<file path="config.mk">
export PLATFORM = sky130hd
export DESIGN_NAME = dec_pipe
export DESIGN_NICKNAME = d
export VERILOG_FILES = /design/src/rtl/dec_pipe_pkg.sv /design/src/rtl/dec_onehot.sv /design/src/rtl/dec_pipe.sv
export SDC_FILE = /design/constraint.sdc
export NUM_CORES = 1
export LEC_CHECK = 0
export ABC_AREA = 1
export CAP_MARGIN = 0
export CORE_MARGIN = 1.5
export CORE_UTILIZATION = 60
export CTS_BUF_LIST = sky130_fd_sc_hd__clkbuf_8
export DETAILED_ROUTE_END_ITERATION = 10
export DONT_BUFFER_PORTS = 1
export HOLD_SLACK_MARGIN = 0.05
export PLACE_DENSITY = 0.82
export SETUP_SLACK_MARGIN = 0.05
export SLEW_MARGIN = 20
export SYNTH_ARGS = -nofsm -noshare
export SYNTH_HDL_FRONTEND = slang
export SYNTH_SLANG_ARGS = --single-unit
</file>
<file path="constraint.sdc">
create_clock -name clk -period 1.6 [get_ports clk]
set_input_delay 0.32 -clock clk [delete_from_list [all_inputs] [get_ports clk]]
set_output_delay 0.32 -clock clk [all_outputs]
set_load 0.005 [all_outputs]
</file>
<file path="src/rtl/dec_pipe_pkg.sv">
// Shared decoder-pipeline parameters: defaults and legal ranges.
// Pure constants; no logic, no latency.
package dec_pipe_pkg;

    localparam int DEC_IN_W_DEF      = 6;
    localparam int DEC_IN_W_MIN      = 2;
    localparam int DEC_IN_W_MAX      = 8;
    localparam int DEC_STAGES_DEF    = 2;
    localparam int DEC_STAGES_MIN    = 1;
    localparam int DEC_STAGES_MAX    = 4;
    localparam bit DEC_MASK_ZERO_DEF = 1'b0;

endpackage

</file>
<file path="src/rtl/dec_onehot.sv">
// Combinational IN_W to 2**IN_W one-hot decoder with enable and code-0 masking.
// Zero latency; no flow control.
module dec_onehot
    import dec_pipe_pkg::*;
#(
    parameter int IN_W = DEC_IN_W_DEF
) (
    input  logic [IN_W-1:0]      code,
    input  logic                 en,
    input  logic                 mask_zero,
    output logic [(1<<IN_W)-1:0] onehot,
    output logic                 zero
);

    always_comb begin
        onehot = '0;
        // Register $0 style suppression: code 0 yields no select when masked.
        if (en && !(mask_zero && (code == '0))) begin
            onehot[code] = 1'b1;
        end
    end

    assign zero = ~|onehot;

endmodule

</file>
<file path="src/rtl/dec_pipe.sv">
// One-hot decode followed by STAGES valid/ready register stages; latency STAGES cycles.
// Stalls hold output stable; empty stages accept under stall so bubbles collapse.
module dec_pipe
    import dec_pipe_pkg::*;
#(
    parameter int IN_W      = DEC_IN_W_DEF,
    parameter int STAGES    = DEC_STAGES_DEF,
    parameter bit MASK_ZERO = DEC_MASK_ZERO_DEF
) (
    input  logic                 clk,
    input  logic                 rst_n,
    input  logic                 flush,
    input  logic                 in_valid,
    output logic                 in_ready,
    input  logic [IN_W-1:0]      in_code,
    input  logic                 in_en,
    output logic                 out_valid,
    input  logic                 out_ready,
    output logic [(1<<IN_W)-1:0] out_onehot,
    output logic [IN_W-1:0]      out_code,
    output logic                 out_zero
);

    localparam int OUT_W = 1 << IN_W;

    typedef struct packed {
        logic [OUT_W-1:0] onehot;
        logic [IN_W-1:0]  code;
        logic             zero;
    } stage_t;

    localparam stage_t RST_DAT = '{onehot: '0, code: '0, zero: 1'b1};

    logic [OUT_W-1:0]  dec_onehot_dat;
    logic              dec_zero;
    stage_t            stg_dat [STAGES];
    stage_t            src_dat [STAGES];
    logic [STAGES-1:0] stg_vld;
    logic [STAGES-1:0] src_vld;
    logic [STAGES:0]   stg_rdy;

    dec_onehot #(
        .IN_W (IN_W)
    ) u_dec (
        .code      (in_code),
        .en        (in_en),
        .mask_zero (MASK_ZERO),
        .onehot    (dec_onehot_dat),
        .zero      (dec_zero)
    );

    // Ready ripples from the output back; it depends only on stage state and out_ready.
    always_comb begin
        stg_rdy[STAGES] = out_ready;
        for (int k = STAGES - 1; k >= 0; k--) begin
            stg_rdy[k] = !stg_vld[k] || stg_rdy[k+1];
        end
    end

    always_comb begin
        src_vld[0] = in_valid;
        src_dat[0] = '{onehot: dec_onehot_dat, code: in_code, zero: dec_zero};
        for (int k = 1; k < STAGES; k++) begin
            src_vld[k] = stg_vld[k-1];
            src_dat[k] = stg_dat[k-1];
        end
    end

    always_ff @(posedge clk or negedge rst_n) begin
        if (!rst_n) begin
            stg_vld <= '0;
            for (int k = 0; k < STAGES; k++) begin
                stg_dat[k] <= RST_DAT;
            end
        end else begin
            for (int k = 0; k < STAGES; k++) begin
                if (flush) begin
                    stg_vld[k] <= 1'b0;
                end else if (stg_rdy[k]) begin
                    stg_vld[k] <= src_vld[k];
                end
                // Data only moves with a real item, so a stalled or empty stage keeps its value.
                if (!flush && stg_rdy[k] && src_vld[k]) begin
                    stg_dat[k] <= src_dat[k];
                end
            end
        end
    end

    assign in_ready   = stg_rdy[0];
    assign out_valid  = stg_vld[STAGES-1];
    assign out_onehot = stg_dat[STAGES-1].onehot;
    assign out_code   = stg_dat[STAGES-1].code;
    assign out_zero   = stg_dat[STAGES-1].zero;

endmodule

</file>
==> impl_metrics.toml <==
[status]
status = "complete, but fails checks"
violations = "negative hold slack"

[cells_and_area]
synthToLayoutAreaGrowth_pct = 9.64
nNetsFinal = 701
drive_gt1_share_pct = 8.55
num-fill-cells = 784
antennaDiodeCount = 0

[setup_path]
crit_arrival_ns = 1.82
critical_path_class = "flip-flop to flip-flop"
max_stage_delay_ns = 0.42
end_kind = "flip-flop"
cpLargestDelayFamily = "simple AND/OR/NAND/NOR gates"
path_cells = "nand3_1 -> nand2_2 -> buf_4 -> nor2_2 -> nand2_1 -> nand2_1"
cp_slowest_cell = "dfrtp_1"
r2r_setup_slack_ns = 0.16
worst_path_most_repeated_cell = "nand2_1"
start_kind = "flip-flop"
cp.required_ns = 1.98
cp_num_buf_inv = 1
cp_max_fo = 12

[global_routing]
grt_pass1_vias = 4461
met2_usage_pct = 41.3
grt_busiest_layer = "met2"
grt_pass1_wl_mm = 20.9
met3_usage_pct = 7.93
overflow = 0
grt_use_total_pct = 26.0
use_met1_pct = 33.9
grt_antenna_before_repair = 0
grt_max_degree = 145

[drt]
dr.first_iter.drc_count = 364
vias = 4498
drc = 0
avgRoutedWirePerCell_um = 15.0
ant_nets = 0
routed_via_density = 5.39
routed_wirelength_mm = 12.5
first_pass_iters = 5

[sta]
final-hold-violation-count = 144
fin_ws_ns = 0.158
finalMaxSlewViolations = 0
period_share_pct = 90.1
rsz0062_at_grt = "true"
skew_ns = 0.0109
finalCriticalPeriod_ns = 1.44
final.setup.tns_ns = 0
relSlewSlack_pct = 70.2
timing.fmax_mhz = 693
setup_viol = 0
holdWs_ns = -0.422
tightest_slew_ns = 0.447

[synthesis]
synthTopCellsByCount = "nand2_1, dfrtp_1, nand3_1"
synth_top_area_cell = "dfrtp_1"
synth_area_leaders = "dfrtp_1, nand2_1, nand3_1"
syn_area_um2 = 5900
synth_nets = 702
synth.avg_cell_area_um2 = 8.56
yosysMostFrequentCell = "nand2_1"
netlist_instances = 690
async_flop_share_pct = 100
synth-seq-cells = 144
synth_ff_type = "dfrtp_1"
yosysTopAreaCellShare_pct = 60.2
ys.warnings.count = 0
ys_types = 16
seq_area_frac_synth_pct = 61.1
synth_edf_count = 0

[pwr]
worst_ir_drop_vdd_uv = 496
pwr_density_cell_nw_per_um2 = 1100
leakagePower_nw = 3.61

[clock_tree]
cts-root-buf = "clkbuf_8"
htree_levels = 4
tritoncts = "built"
clkSlewWorstSetupHoldPaths_ns = 0.07
clkSinkCount = 144
cts_max_path_buffers = 2
cts_made_buffers = 17
clk_latency_ns = 0.44
cts_setup_buffers = 0
hold_buffers = 4

[run]
maxCapViolCount = 0

[floorplanning]
die_x_um = 102
die_h_um = 102
io_pins = 85
rows = 36
dieArea_um2 = 10400
initial_core_util_pct = 61.3
core_um2 = 9640

[min_path]
hold_path.class = "input pin to asynchronous set/reset pin"

[placed_design]
dp_hpwl_mm = 8.05
place_ws_ns = 0.176
gp_congestion = 0.908
portBuffers = 0
[where the power goes]
part	internal [W]	switching (W)
sequential	0.00375	0.0000779
clock	0.00162	0.00135
combinational	0.0000994	0.000233
[through the flow]
stage | utilization [%] | instances | power [W] | hold slack (ns) | area, um^2
2_1_floorplan | - | 690 | 0.00413 | 0.0244 | 5900
3_3_place_gp | 62.3 | 799 | 0.00420 | 0.0281 | 6010
3_5_place_dp | 62.3 | 799 | 0.00421 | 0.0280 | 6010
4_1_cts | 67.1 | 835 | 0.00719 | -0.456 | 6470
5_1_grt | 67.2 | 835 | 0.00740 | -0.462 | 6470
6_report | 67.2 | 835 | 0.00714 | -0.422 | 6470
[repair_timing]
item / 4_1_cts / 5_1_grt
resized for setup: 0 / 1
hold endpoints to repair: 150 / 144
setup endpoints to repair: 0 / 2
[layout by cell type (no fill, tap or decap), types with 4 or more instances in the layout]
cell type / Yosys / final
clkbuf_8: 0 / 19
nor2_2: 7 / 6
inv_2: 4 / 4
dfrtp_1: 142 / 142
o21ai_0: 10 / 10
dlygate4sd3_1: 0 / 4
inv_1: 21 / 22
buf_4: 6 / 9
clkinvlp_4: 0 / 6
nand3_1: 108 / 108
nor2_1: 32 / 32
nand2_1: 318 / 317
[sequential cells by signal (all words and copies together) (netlist names)]
name,cells
src_dat,71
out_onehot,64
out_code,6
stg_vld,2
out_zero,1
[routing by layer]
metal  part of all wire [%]  vias to the layer above
met3                    6.5                       21
met5                      0                        -
met2                     48                      155
li1                       -                     2158
met4                    1.8                        0
met1                     43                     2164
[final cells by class]
type	count	area [um^2]	share of cell area (%)
clock buffers	19	262	4.04
repair buffers	17	179	2.76
multi-input cells	484	2010	31.0
clock inverters	13	161	2.49
well taps	133	166	2.57
flip-flops and latches	144	3610	55.7
inverters	25	93.8	1.45
[worst paths after layout]
path | startpoint | to | depth (start not counted)
worst min-delay path | rst_n | out_onehot[59] | 0
max in group asynchronous | rst_n | out_zero | 0
worst max register to register | stg_vld[1] | src_dat[17] | 6
worst min register to register | src_dat[19] | src_dat[19] | 2
worst max-delay path | stg_vld[1] | src_dat[17] | 6
min in group clk | in_en | src_dat[69] | 2
[kinds of logic (layout without fill, tap and decap cells)]
kind of cell	Yosys count	after routing	share of synthesized area [%]
AO/OA/AOI/OAI	15	15	1.27
buffers and inverters	62	74	5.09
AND/OR/NAND/NOR	469	469	32.6
flip-flops	144	144	61.1
Power figures use the tool's default switching activity.
